--- src/rtl/riscv_fetch_pkg.sv ---
// Shared definitions for the RISC-V instruction-fetch front end.
//   fetch_state_e  : fetch controller states
//   fetch_entry_t  : instruction + PC pair (held in the stall buffer)
//   fetch_out_t    : contents of the fetch/decode pipeline latch
//   PC_W, PC_INC, NOP_INSN, pc_inc()
package riscv_fetch_pkg;

  localparam int unsigned      PC_W     = 12;
  localparam logic [PC_W-1:0]  PC_INC   = 12'd4;
  localparam logic [31:0]      NOP_INSN = 32'h0000_0013;  // addi x0,x0,0

  typedef enum logic [1:0] {
    ST_REQ  = 2'd0,  // request presented to instruction memory
    ST_WAIT = 2'd1,  // request accepted, response outstanding
    ST_HOLD = 2'd2,  // response captured while decode is stalled
    ST_DROP = 2'd3   // outstanding response belongs to a flushed path
  } fetch_state_e;

  typedef struct packed {
    logic [31:0]     insn;
    logic [PC_W-1:0] pc;
  } fetch_entry_t;

  typedef struct packed {
    logic [31:0]     insn;
    logic [PC_W-1:0] pc;
    logic [PC_W-1:0] pc_plus;
    logic            valid;
  } fetch_out_t;

  // Sequential PC; 12-bit arithmetic wraps 12'hFFC -> 12'h000.
  function automatic logic [PC_W-1:0] pc_inc(input logic [PC_W-1:0] pc);
    return pc + PC_INC;
  endfunction

endpackage

--- src/rtl/fetch_unit_if.sv ---
// Instruction-memory request/response channel.
//   req_valid / req_ready : request handshake, addr is the byte address
//   rsp_valid / rsp_data  : exactly one response per accepted request,
//                           at least one cycle after acceptance
// master : fetch side (drives requests, receives responses)
// slave  : memory side
interface fetch_unit_if;
  import riscv_fetch_pkg::*;

  logic            req_valid;
  logic            req_ready;
  logic [PC_W-1:0] addr;
  logic            rsp_valid;
  logic [31:0]     rsp_data;

  modport master (
    output req_valid,
    output addr,
    input  req_ready,
    input  rsp_valid,
    input  rsp_data
  );

  modport slave (
    input  req_valid,
    input  addr,
    output req_ready,
    output rsp_valid,
    output rsp_data
  );

endinterface

--- src/rtl/fetch_unit.sv ---
// Instruction-fetch front end.
// Keeps the PC, issues one outstanding request at a time to instruction
// memory and loads {insn, PC, PC+4, valid} into the fetch/decode latch.
// Decode stalls freeze the latch; a response arriving during a stall is
// parked in a one-entry buffer. Execute-stage redirects flush everything,
// restart at the target and discard any response still in flight.
//
// Ports
//   clock, reset     : rising-edge clock, asynchronous active-high reset
//   i_stall          : decode cannot accept; latch holds its value
//   i_redirect(_pc)  : flush and restart fetch at i_redirect_pc
//   imem             : instruction-memory channel (master side)
//   o_insn, o_PC     : instruction and its PC
//   o_PC_plus        : o_PC + 4 (mod 4096)
//   o_valid          : o_insn is a real instruction (else a NOP bubble)
module fetch_unit
  import riscv_fetch_pkg::*;
#(
  parameter logic [PC_W-1:0] RESET_PC = 12'h000
) (
  input  logic              clock,
  input  logic              reset,
  input  logic              i_stall,
  input  logic              i_redirect,
  input  logic [PC_W-1:0]   i_redirect_pc,
  fetch_unit_if.master      imem,
  output logic [31:0]       o_insn,
  output logic [PC_W-1:0]   o_PC,
  output logic [PC_W-1:0]   o_PC_plus,
  output logic              o_valid
);

  fetch_state_e    state_q, state_d;
  logic [PC_W-1:0] pc_q, pc_d;
  fetch_out_t      out_q, out_d;
  fetch_entry_t    buf_q, buf_d;
  logic            buf_valid_q, buf_valid_d;
  logic            req_fire;

  // Requests are presented only in REQ, so at most one is ever outstanding.
  assign imem.req_valid = (state_q == ST_REQ);
  assign imem.addr      = pc_q;
  assign req_fire       = imem.req_valid && imem.req_ready;

  // ---------------------------------------------------------------------
  // Next-state / datapath
  // ---------------------------------------------------------------------
  always_comb begin
    // NOTE: every signal written here gets a default first, so no path
    // leaves one unassigned and no latch is inferred.
    state_d     = state_q;
    pc_d        = pc_q;
    out_d       = out_q;
    buf_d       = buf_q;
    buf_valid_d = buf_valid_q;

    // With no load this cycle: a stalled decode keeps the latch as is,
    // otherwise it sees a bubble (PC fields left untouched).
    if (!i_stall) begin
      out_d.insn  = NOP_INSN;
      out_d.valid = 1'b0;
    end

    unique case (state_q)
      ST_REQ: begin
        if (req_fire) state_d = ST_WAIT;
      end

      ST_WAIT: begin
        if (imem.rsp_valid) begin
          pc_d = pc_inc(pc_q);
          if (!i_stall) begin
            out_d.insn    = imem.rsp_data;
            out_d.pc      = pc_q;
            out_d.pc_plus = pc_inc(pc_q);
            out_d.valid   = 1'b1;
            state_d       = ST_REQ;
          end else begin
            // Decode is busy: park the instruction, latch keeps its value.
            buf_d.insn  = imem.rsp_data;
            buf_d.pc    = pc_q;
            buf_valid_d = 1'b1;
            state_d     = ST_HOLD;
          end
        end
      end

      ST_HOLD: begin
        if (!i_stall) begin
          out_d.insn    = buf_q.insn;
          out_d.pc      = buf_q.pc;
          out_d.pc_plus = pc_inc(buf_q.pc);
          out_d.valid   = 1'b1;
          buf_valid_d   = 1'b0;
          state_d       = ST_REQ;
        end
      end

      ST_DROP: begin
        // Response to a flushed request: swallow it, then fetch again.
        if (imem.rsp_valid) state_d = ST_REQ;
      end

      default: state_d = ST_REQ;
    endcase

    // Redirect overrides stall and any load in the same cycle.
    if (i_redirect) begin
      pc_d        = i_redirect_pc;
      out_d.insn  = NOP_INSN;
      out_d.valid = 1'b0;
      buf_valid_d = 1'b0;
      unique case (state_q)
        // A request accepted in this very cycle is now in flight.
        ST_REQ:           state_d = req_fire ? ST_DROP : ST_REQ;
        // An in-flight response is dropped unless it lands this cycle.
        ST_WAIT, ST_DROP: state_d = imem.rsp_valid ? ST_REQ : ST_DROP;
        ST_HOLD:          state_d = ST_REQ;
        default:          state_d = ST_REQ;
      endcase
    end
  end

  // ---------------------------------------------------------------------
  // State registers
  // ---------------------------------------------------------------------
  // NOTE: sequential state uses non-blocking assignments so every register
  // samples pre-edge values regardless of statement order.
  always_ff @(posedge clock or posedge reset) begin
    if (reset) begin
      state_q     <= ST_REQ;
      pc_q        <= RESET_PC;
      out_q       <= '{insn: NOP_INSN, pc: '0, pc_plus: '0, valid: 1'b0};
      buf_valid_q <= 1'b0;
    end else begin
      state_q     <= state_d;
      pc_q        <= pc_d;
      out_q       <= out_d;
      buf_valid_q <= buf_valid_d;
    end
  end

  // NOTE: the buffer payload is qualified by buf_valid_q / ST_HOLD, so it
  // needs no reset and is kept out of the reset network.
  always_ff @(posedge clock) begin
    buf_q <= buf_d;
  end

  assign o_insn    = out_q.insn;
  assign o_PC      = out_q.pc;
  assign o_PC_plus = out_q.pc_plus;
  assign o_valid   = out_q.valid;

  // ---------------------------------------------------------------------
  // Protocol checks (simulation only)
  // ---------------------------------------------------------------------
`ifndef SYNTHESIS
  // Memory may only answer a request that is actually outstanding.
  a_rsp_only_when_outstanding : assert property (
    @(posedge clock) disable iff (reset)
    imem.rsp_valid |-> (state_q == ST_WAIT || state_q == ST_DROP)
  );

  // A valid instruction always carries a consistent PC+4.
  a_pc_plus_consistent : assert property (
    @(posedge clock) disable iff (reset)
    o_valid |-> (o_PC_plus == pc_inc(o_PC))
  );

  // The hold buffer is occupied exactly while in HOLD.
  a_buf_matches_state : assert property (
    @(posedge clock) disable iff (reset)
    buf_valid_q == (state_q == ST_HOLD)
  );
`endif

endmodule
--- src/flat_wrapper.sv ---
// flat-port wrapper written by rule: the top's interface ports become plain ports
module fetch_unit_flat import riscv_fetch_pkg::*;
#(
  parameter logic [PC_W-1:0] RESET_PC = 12'h000
)
  (clock, reset, i_stall, i_redirect, i_redirect_pc, o_insn, o_PC, o_PC_plus, o_valid, imem_req_valid, imem_addr, imem_req_ready, imem_rsp_valid, imem_rsp_data);
  fetch_unit_if imem_i ();
  input  logic clock;
  input  logic reset;
  input  logic i_stall;
  input  logic i_redirect;
  input  logic [PC_W-1:0] i_redirect_pc;
  output logic [31:0] o_insn;
  output logic [PC_W-1:0] o_PC;
  output logic [PC_W-1:0] o_PC_plus;
  output logic o_valid;
  output wire logic [$bits(imem_i.req_valid)-1:0] imem_req_valid;
  output wire logic [$bits(imem_i.addr)-1:0] imem_addr;
  input wire logic [$bits(imem_i.req_ready)-1:0] imem_req_ready;
  input wire logic [$bits(imem_i.rsp_valid)-1:0] imem_rsp_valid;
  input wire logic [$bits(imem_i.rsp_data)-1:0] imem_rsp_data;
  assign imem_req_valid = imem_i.req_valid;
  assign imem_addr = imem_i.addr;
  assign imem_i.req_ready = imem_req_ready;
  assign imem_i.rsp_valid = imem_rsp_valid;
  assign imem_i.rsp_data = imem_rsp_data;
  fetch_unit #(.RESET_PC(RESET_PC)) u_core (.clock(clock), .reset(reset), .i_stall(i_stall), .i_redirect(i_redirect), .i_redirect_pc(i_redirect_pc), .imem(imem_i), .o_insn(o_insn), .o_PC(o_PC), .o_PC_plus(o_PC_plus), .o_valid(o_valid));
endmodule
--- config.mk ---
export PLATFORM = sky130hd
export DESIGN_NAME = fetch_unit_flat
export DESIGN_NICKNAME = d
export VERILOG_FILES = /design/src/rtl/riscv_fetch_pkg.sv /design/src/rtl/fetch_unit_if.sv /design/src/rtl/fetch_unit.sv /design/src/flat_wrapper.sv
export SDC_FILE = /design/constraint.sdc
export NUM_CORES = 1
export LEC_CHECK = 0
export CAP_MARGIN = 20
export CORE_ASPECT_RATIO = 0.5
export CORE_MARGIN = 2
export CORE_UTILIZATION = 45
export CTS_CLUSTER_DIAMETER = 80
export DETAILED_ROUTE_END_ITERATION = 12
export GPL_TIMING_DRIVEN = 0
export PLACE_DENSITY = 0.76
export SLEW_MARGIN = 20
export SYNTH_ARGS = -nofsm -noshare
export SYNTH_HDL_FRONTEND = slang
export SYNTH_SLANG_ARGS = --single-unit
--- constraint.sdc ---
create_clock -name clock -period 2.5 [get_ports clock]
set_clock_uncertainty 0.1 [all_clocks]
set_input_delay 0.5 -clock clock [delete_from_list [all_inputs] [get_ports clock]]
set_output_delay 0.5 -clock clock [all_outputs]
set_load 0.01 [all_outputs]
==> results of run 1 <==
-- power breakdown --
group,internal (mW),switching [mW]
logic,0.696,0.819
registers,2.16,0.136
clock network,1.44,0.793
-- synthesized netlist by cell type, drive strengths merged --
master  count  area (sq um)
dfrtp      66          1650
a22oi      50           375
edfxtp     44          1320
nor2       41           156
nand2      39           149
o21ai      33           165
a22o       29           254
buf        21           149
clkbuf     16          62.6
xnor2      16           140
inv        11          41.3
nand3       9          50.1
xor2        9          78.8
nor3        8          45.0
ha          7          87.6
a21oi       4          20.0
nor2b       4          25.0
a221oi      3          26.3
dfstp       3          78.8
nor4        3          40.0
o21bai      3          22.5
mux2        2          22.5
a211oi      1          7.51
a21boi      1          7.51
a21o        1          7.51
a221o       1          10.0
and2        1          6.26
and3        1          6.26
mux2i       1          10.0
nand2b      1          6.26
nand3b      1          7.51
nand4       1          21.3
o21a        1          7.51
o221ai      1          8.76
o311ai      1          8.76
o31a        1          8.76
or2         1          6.26
or3         1          6.26
-- final timing paths --
check / startpoint / end / slack (ps) / depth (start not counted)
max in group asynchronous: reset / u_core.o_insn[0] / 1390 / 3
worst min-delay path: reset / u_core.o_insn[19] / 310 / 2
worst max-delay path: u_core.state_q[0] / imem_req_valid / 190 / 3
worst max register to register: u_core.state_q[1] / u_core.buf_q[39] / 250 / 5
worst min register to register: u_core.imem.addr[5] / u_core.buf_q[5] / 380 / 0
min in group clock: u_core.imem.addr[5] / u_core.buf_q[5] / 380 / 0
-- registers in the layout (all words and copies together) (netlist names) --
| name | flops |
|---|---|
| u_core.o_valid | 1 |
| u_core.state_q | 2 |
| u_core.o_insn | 32 |
| u_core.imem.addr | 12 |
| u_core.buf_q | 44 |
| u_core.o_PC_plus | 12 |
| u_core.o_PC | 10 |
-- cell type report --
| class | count | share of cell area |
|---|---|---|
| flip-flops and latches | 113 | 0.432 |
| plain buffers | 37 | 0.0299 |
| inverters | 11 | 0.00620 |
| multi-input cells | 276 | 0.254 |
| repair buffers | 120 | 0.175 |
| well taps | 145 | 0.0257 |
| clock buffers | 26 | 0.0692 |
| clock inverters | 6 | 0.00814 |
-- through the flow --
step,hold WS (ps),utilization,cells
after CTS,311,0.642,734
after detailed placement,358,0.592,702
after floorplan,410,-,437
after global placement,357,0.587,700
after global routing,339,0.642,734
final,309,0.642,734
-- metal layers --
layer,vias to the layer above,wire [um]
met5,-,0
met1,1929,5560
met2,120,6010
met4,0,299
li1,1882,-
met3,22,687
-- cells by family after synthesis --
logic type / count (synthesis) / share of synthesized area
mux: 3 / 0.00638
buf+inv: 48 / 0.0496
xor+xnor: 25 / 0.0429
flops: 113 / 0.599
compound gates: 130 / 0.182
simple gates: 111 / 0.103
fa+ha+maj: 7 / 0.0172
==> flow_results.org, run 1 <==
** Synthesis
- The share of the Yosys chip area taken by registers is 0.599.
- After synthesis the netlist holds a flip-flop and latch count of around 110.
- Mapped Avg Cell Area :: ~12 sq um
- The number of different library cells used by synthesis comes to 48.
- Post-Syn Nets :: 494
- Total of warnings raised by yosys :: 0
- The cell count after synthesis came out at 437.
- The synthesized netlist occupies a cell area of just over 5000 sq um.

** Floorplan
- Vert. Die Dim :: about 79 um
- The region available for standard cell placement spans between 10000 and 15000 sq um.
- Starting density of the core :: 0.463
- The initialized floorplan defines 27 standard-cell rows.
- Count of boundary I/O pins :: 120
- The die covers 12200 sq um.
- In this run the horizontal extent of the chip is approximately 150 um.

** Clock network
- Buffers from clock root to sink, at most :: 2
- Clock Sinks :: 113
- After clock tree synthesis, the clock-pin slew on the worst setup and hold paths is approximately 60 ps.
- The number of gates resized after CTS was 0.
- In this run the clock root is driven by a sky130_fd_sc_hd__clkbuf_16.
- Hold buffers post-CTS :: 0
- Post-CTS repair timing setup buffer count :: 0
- Clock tree from TritonCTS :: yes
- At the later pin of the worst-skew pair, clock insertion delay measures 410 ps.
- Clock buffers created by TritonCTS :: 17
- CTS H-Tree Depth :: 4

** Setup path
- Cell with the biggest individual delay on the critical path :: sky130_fd_sc_hd__clkdlybuf4s50_1
- The setup path with the least slack is of type flip-flop to primary output.
- Startpoint kind of the worst setup timing path :: flip-flop
- On the worst path, the slowest cell contributes a delay of roughly 560 ps.
- Total buffers and inverters traversed by the critical path :: 2
- In this run the worst path has a maximum fanout of 4.
- Worst endpoint data arrival time :: 1710 ps
- Worst setup EP type :: primary output
- Data required time at the worst endpoint :: ~1900 ps
- Series of cell instances along the critical path :: inv_1, ha_1, clkdlybuf4s50_1
- In this design, the largest share of critical-path delay is due to buffers and inverters.

** Route
- In the routed layout, each cell is associated on average with a via count of between 5 and 6.
- In this run the remaining antenna-violating nets after routing total 0.
- After detailed routing, the average wire length per cell comes to approximately 17 um.
- Total Wirelength :: ~13000 um
- The first TritonRoute pass finished after 4 iterations.
- Detailed routing inserted a total of a little under 4000 vias.
- DRC violation total after the first TritonRoute iteration :: 278
- After detailed routing, the number of remaining DRC violations is 0.

** Timing
- In the final timing run, aggregate negative setup slack is 0 ps.
- Setup slack on the critical path of the routed design comes to roughly 190 ps.
- The final-report hold violation count came to 0.
- Unrepaired setup endpoints after global routing :: no
- The final-report max-slew violation count is 0.
- Final number of setup-violating endpoints :: 0
- The worst pin sits at a relative slew slack of 0.524.
- For the pin with the worst max-slew slack, the measured transition is a little over 700 ps.
- Static timing analysis puts the maximum clock frequency at 432 MHz.
- Final critical-path share of the clock period :: 0.926
- The smallest clock period supported by the final layout is computed as roughly 2300 ps.

** Finish
- Relative area change from synthesis to final layout :: 38.6%
- Final instance area :: just over 7000 sq um
- Nets :: 633
- Combined flip-flop and latch cell area :: approximately 3000 sq um
- FILL cells :: 887
- In the final layout, the share of cells above drive strength 1 is 0.109.
- Commonest non-fill, non-tap cells in the layout :: sky130_fd_sc_hd__clkdlybuf4s50_1, sky130_fd_sc_hd__dfrtp_1, sky130_fd_sc_hd__a22oi_1
- Leading cell type in the layout, fill and taps excluded :: sky130_fd_sc_hd__clkdlybuf4s50_1
- Multi-input combinational cell area :: around 1800 sq um
- Total inserted antenna cells :: 0

** Placed design
- Post-detailed-placement cell area :: 6520 sq um
- Once detailed placement completed, the half-perimeter wirelength came to roughly 8800 um.
- Buffers on Ports :: ~120
- Placer congestion estimate :: roughly 0.83
- OpenSTA, run right after detailed placement, puts the worst setup slack at -202 ps.

** Pwr
- IR analysis of the VDD net gives a maximum drop of ~540 uV.
- Power, Total :: a little over 6 mW
- For this design the ratio of total power to cell area is roughly 850 nW/um^2.
- Leakage :: 2.78 nW

** Global routing
- For this run, the total global-route usage over all layers was measured as 0.217.
- GRT met2 Usage :: 0.355
- Global-route wire length before repair :: 20500 um
- The initial antenna violation count was 0.
- Vias in the first global route :: a little over 4000
- Entering global routing, the biggest net connects 50 pins.
- Most utilized layer in the global route result :: met2
- Routing usage on met3 :: 0.0535
- In the global route stage, met1 resource usage came out at 0.280.
- Global routing finished with a remaining overflow of 0.

** Hold path
- The min-delay analysis places its worst path in the category input pin to async pin.

** Job
- Max-cap violations in this run came to 0.

** Outcome
- The flow ran to the end, and the final reports show no timing, DRC or antenna violations.
(Power assumes the default switching activity.)
==> inputs of run 2 (changes only) <==
CORE_UTILIZATION = 50   (was 45)
PLACE_DENSITY = 0.8   (was 0.76)
RECOVER_POWER = 25   (was not set)
clock period = 2.3 ns   (was 2.5 ns; I/O delays follow)
==> flow_results.org, run 2 (synthesis gave the netlist of run 1 again) <==
** Outcome
- Status :: finished clean

** Clock network
- The number of H-tree levels came to 4 (unchanged).
- Clock transition at path regs :: 50 ps (about the same)
- Clock tree from TritonCTS :: yes
- Post-CTS repair timing setup buffer count :: 0 (unchanged)
- Root buf cell :: sky130_fd_sc_hd__clkbuf_16
- Hold buffers post-CTS :: 0 (unchanged)
- Clock Sinks :: 113 (unchanged)
- Buffers from clock root to sink, at most :: 2 (unchanged)
- The CTS buffer count is 17 (unchanged).
- The worst-skew pair later-pin latency was 410 ps (about the same).

** Setup path
- The required time of the critical path is 1740 ps (-160 ps).
- Series of cell instances along the critical path :: inv_1, ha_2, clkdlybuf4s50_1
- The maximum fanout along the worst path was 4 (unchanged).
- The endpoint identified for the worst register-to-register timing path is u_core.o_insn[22].
- Worst endpoint data arrival time :: 1710 ps (about the same)
- Cell with the biggest individual delay on the critical path :: sky130_fd_sc_hd__clkdlybuf4s50_1
- By startpoint and endpoint, the worst setup path is classified as flip-flop to primary output.
- Worst setup EP type :: primary output
- The logic depth of the worst register-to-register path came to 8 (+3).
- The largest stage delay on the critical path came to 540 ps (-20 ps).
- Setup slack on the worst flop-to-flop path :: 160 ps (-90 ps)
- Reg2reg start :: u_core.state_q[1]
- STA classifies the critical path startpoint as a flip-flop.

** Floorplan
- The die extent in x is 147 um (-5.0%).
- The number of top-level pins was 120 (unchanged).
- Placement row count :: 25 (-7.4%)
- Full die area :: 11100 sq um (-9.6%)
- Starting density of the core :: 0.528 (+0.0645)
- Area of the core region :: 9670 sq um (-12%)
- Vert. Die Dim :: 75.4 um (-4.9%)

** Placed design
- The weighted congestion at the end of routability-driven global placement came to 0.902 (+8.4%).
- The total of buffers placed on input and output ports was 118 (unchanged).
- The placed cell area is 6480 sq um (-0.61%).
- HPWL reported at the end of detailed placement :: 8310 um (-5.7%)

** Hold path
- For hold timing, the worst endpoint is u_core.imem.addr[2].
- Cell count of the worst hold path :: 3
- The path class of the tightest hold or removal check is input pin to flip-flop.
- In this run the most critical hold path is launched from i_redirect.

** Pwr
- Leakage :: 2.78 nW (+0.17%)
- The ratio of total power to cell area came to 958 nW/um^2 (+12%).
- The internal portion of total power was 4.82 mW (+12%).
- The share of power burned in registers came to 0.368 (-0.012).
- Switching power as a share of total power :: 0.291 (+0.00193)
- The power dissipated by switching net loads is 1.98 mW (+13%).
- The worst voltage drop across the vdd grid came to 655 uV (+21%).
- Proportion of power drawn by the clock network :: 0.392 (+0.023)
- Power, Total :: 6.79 mW (+12%)
- The proportion of power drawn by combinational gates came to 0.240 (-0.011).

** Timing
- Derived from the worst setup path, the maximum achievable clock frequency is about 440 MHz.
- The smallest clock period supported by the final layout is computed as approximately 2300 ps.
- Worst hold margin :: 335 ps (+25.6 ps)
- The worst slew slack as a fraction of its limit was 0.175 (-0.349).
- The pin slew with the least headroom to its limit was 1230 ps (+516 ps).
- Final hold violation count :: 0 (unchanged)
- The number of endpoints failing setup at the final stage was 0 (unchanged).
- The final-report max-slew violation count is 0 (unchanged).
- Final critical-path share of the clock period :: 0.987

** Finish
- Register with the most flip-flops :: u_core.buf_q
- Nets :: 632 (-0.16%)
- Total inserted antenna cells :: 0 (unchanged)
- Final instance area :: 7090 sq um (+0.32%)
- The number of flip-flops under the largest register name was 44 (unchanged).
- Commonest non-fill, non-tap cells in the layout :: sky130_fd_sc_hd__clkdlybuf4s50_1, sky130_fd_sc_hd__dfrtp_1, sky130_fd_sc_hd__a22oi_1
- The fraction of final layout cells sized beyond drive strength 1 came to 0.122 (+0.0138).
- From synthesis to final layout, the design area changed by 39.0%.
- Leaving out fill and tap cells, the most frequent cell in the layout is sky130_fd_sc_hd__clkdlybuf4s50_1.

** Global routing
- The total global-route track usage was 0.230 (+0.0128).
- Global-route wire length before repair :: 19500 um (-4.5%)
- The total overflow reported by the global router is 0 (unchanged).
- Number of antenna violations at the first check in global routing :: 0 (unchanged)
- The via count of the first global-routing pass came to 3921 (-3.5%).
- The maximum number of pins on one net before global-route repair was 45 (-10%).

** Route
- The post-detailed-route via-to-cell ratio came to 5.48 (+1.7%).
- The routed length per instance was 17.0 um (-0.39%).
- The initial DRC count is 274 (-1.4%).
- The number of detailed-route iterations in the first pass came to 5 (+1).
- The via total after detailed routing came to 3961 (+0.20%).
- The wire length after detailed routing was 12300 um (-1.9%).
- Antenna Nets Post-Route :: 0 (unchanged)
- Final routed DRC violation total :: 0 (unchanged)

** Job
- The max-capacitance violation count came to 0 (unchanged).
[run 2: cell types whose count changed in the layout (fill, tap and decap cells not counted), sizes merged]
cell           change
buf                -1
clkbuf             -8
bufinv             +2
clkinvlp           +6
clkdlybuf4s50     -33
dlygate4sd3       +33
[run 2: worst max-delay path by stage]
stage	slack, ps	cells past startpoint	startpoint	end
2_1_floorplan	5	1	reset	u_core.imem.addr[0]
3_3_place_gp	-1220	2	reset	u_core.o_PC[6]
3_5_place_dp	-520	3	i_stall	u_core.buf_q[23]
4_1_cts	1	3	u_core.state_q[0]	imem_req_valid
5_1_grt	-20	3	u_core.state_q[1]	imem_req_valid
6_report	30	3	u_core.state_q[1]	imem_req_valid
[run 2: critical path, delay by kind of cell, from the launching register on]
kind,cells,cell delay (ps)
DFF,1,410
adders and majority gates,1,220
buffers and inverters,2,670
[run 2: repair_timing]
action,in CTS,in global routing
setup endpoints to repair,44,11
gates resized for setup,1,4
pin swaps,0,0
[run 2: metrics by stage]
step / std cells / setup TNS (ps) / setup WS (ps) / utilization
floorplan: 437 / 0 / 5.10 / -
global placement: 690 / -103050 / -1220 / 0.667
detailed placement: 691 / -22660 / -517 / 0.670
CTS: 723 / 0 / 1.19 / 0.733
global route: 723 / -15.8 / -15.8 / 0.733
finish: 723 / 0 / 30.1 / 0.733
[run 2: power by group through the flow]
stage / Combinational [mW] / Sequential (mW) / Clock (mW)
floorplan: 0.847 / 2.59 / 0
CTS: 1.64 / 2.50 / 2.69
global route: 1.78 / 2.53 / 2.79
global placement: 1.58 / 2.53 / 0
detailed placement: 1.62 / 2.53 / 0
finish: 1.63 / 2.50 / 2.67
[run 2: layout make-up]
class	instances	area, sq um
Sequential cell	113	3050
Fill cell	681	2580
Multi-Input combinational cell	276	1800
Timing Repair Buffer	119	1210
Clock buffer	18	439
Buffer	37	213
Tap cell	135	169
Clock inverter	14	164
Inverter	11	42.5
[run 2: metal layers]
layer | routed length, um | GRT usage | part of all wire
met1 | 5500 | 0.297 | 0.45
met2 | 5940 | 0.383 | 0.48
met3 | 704 | 0.0515 | 0.057
met4 | 179 | 0.111 | 0.015
met5 | 0 | 0 | 0
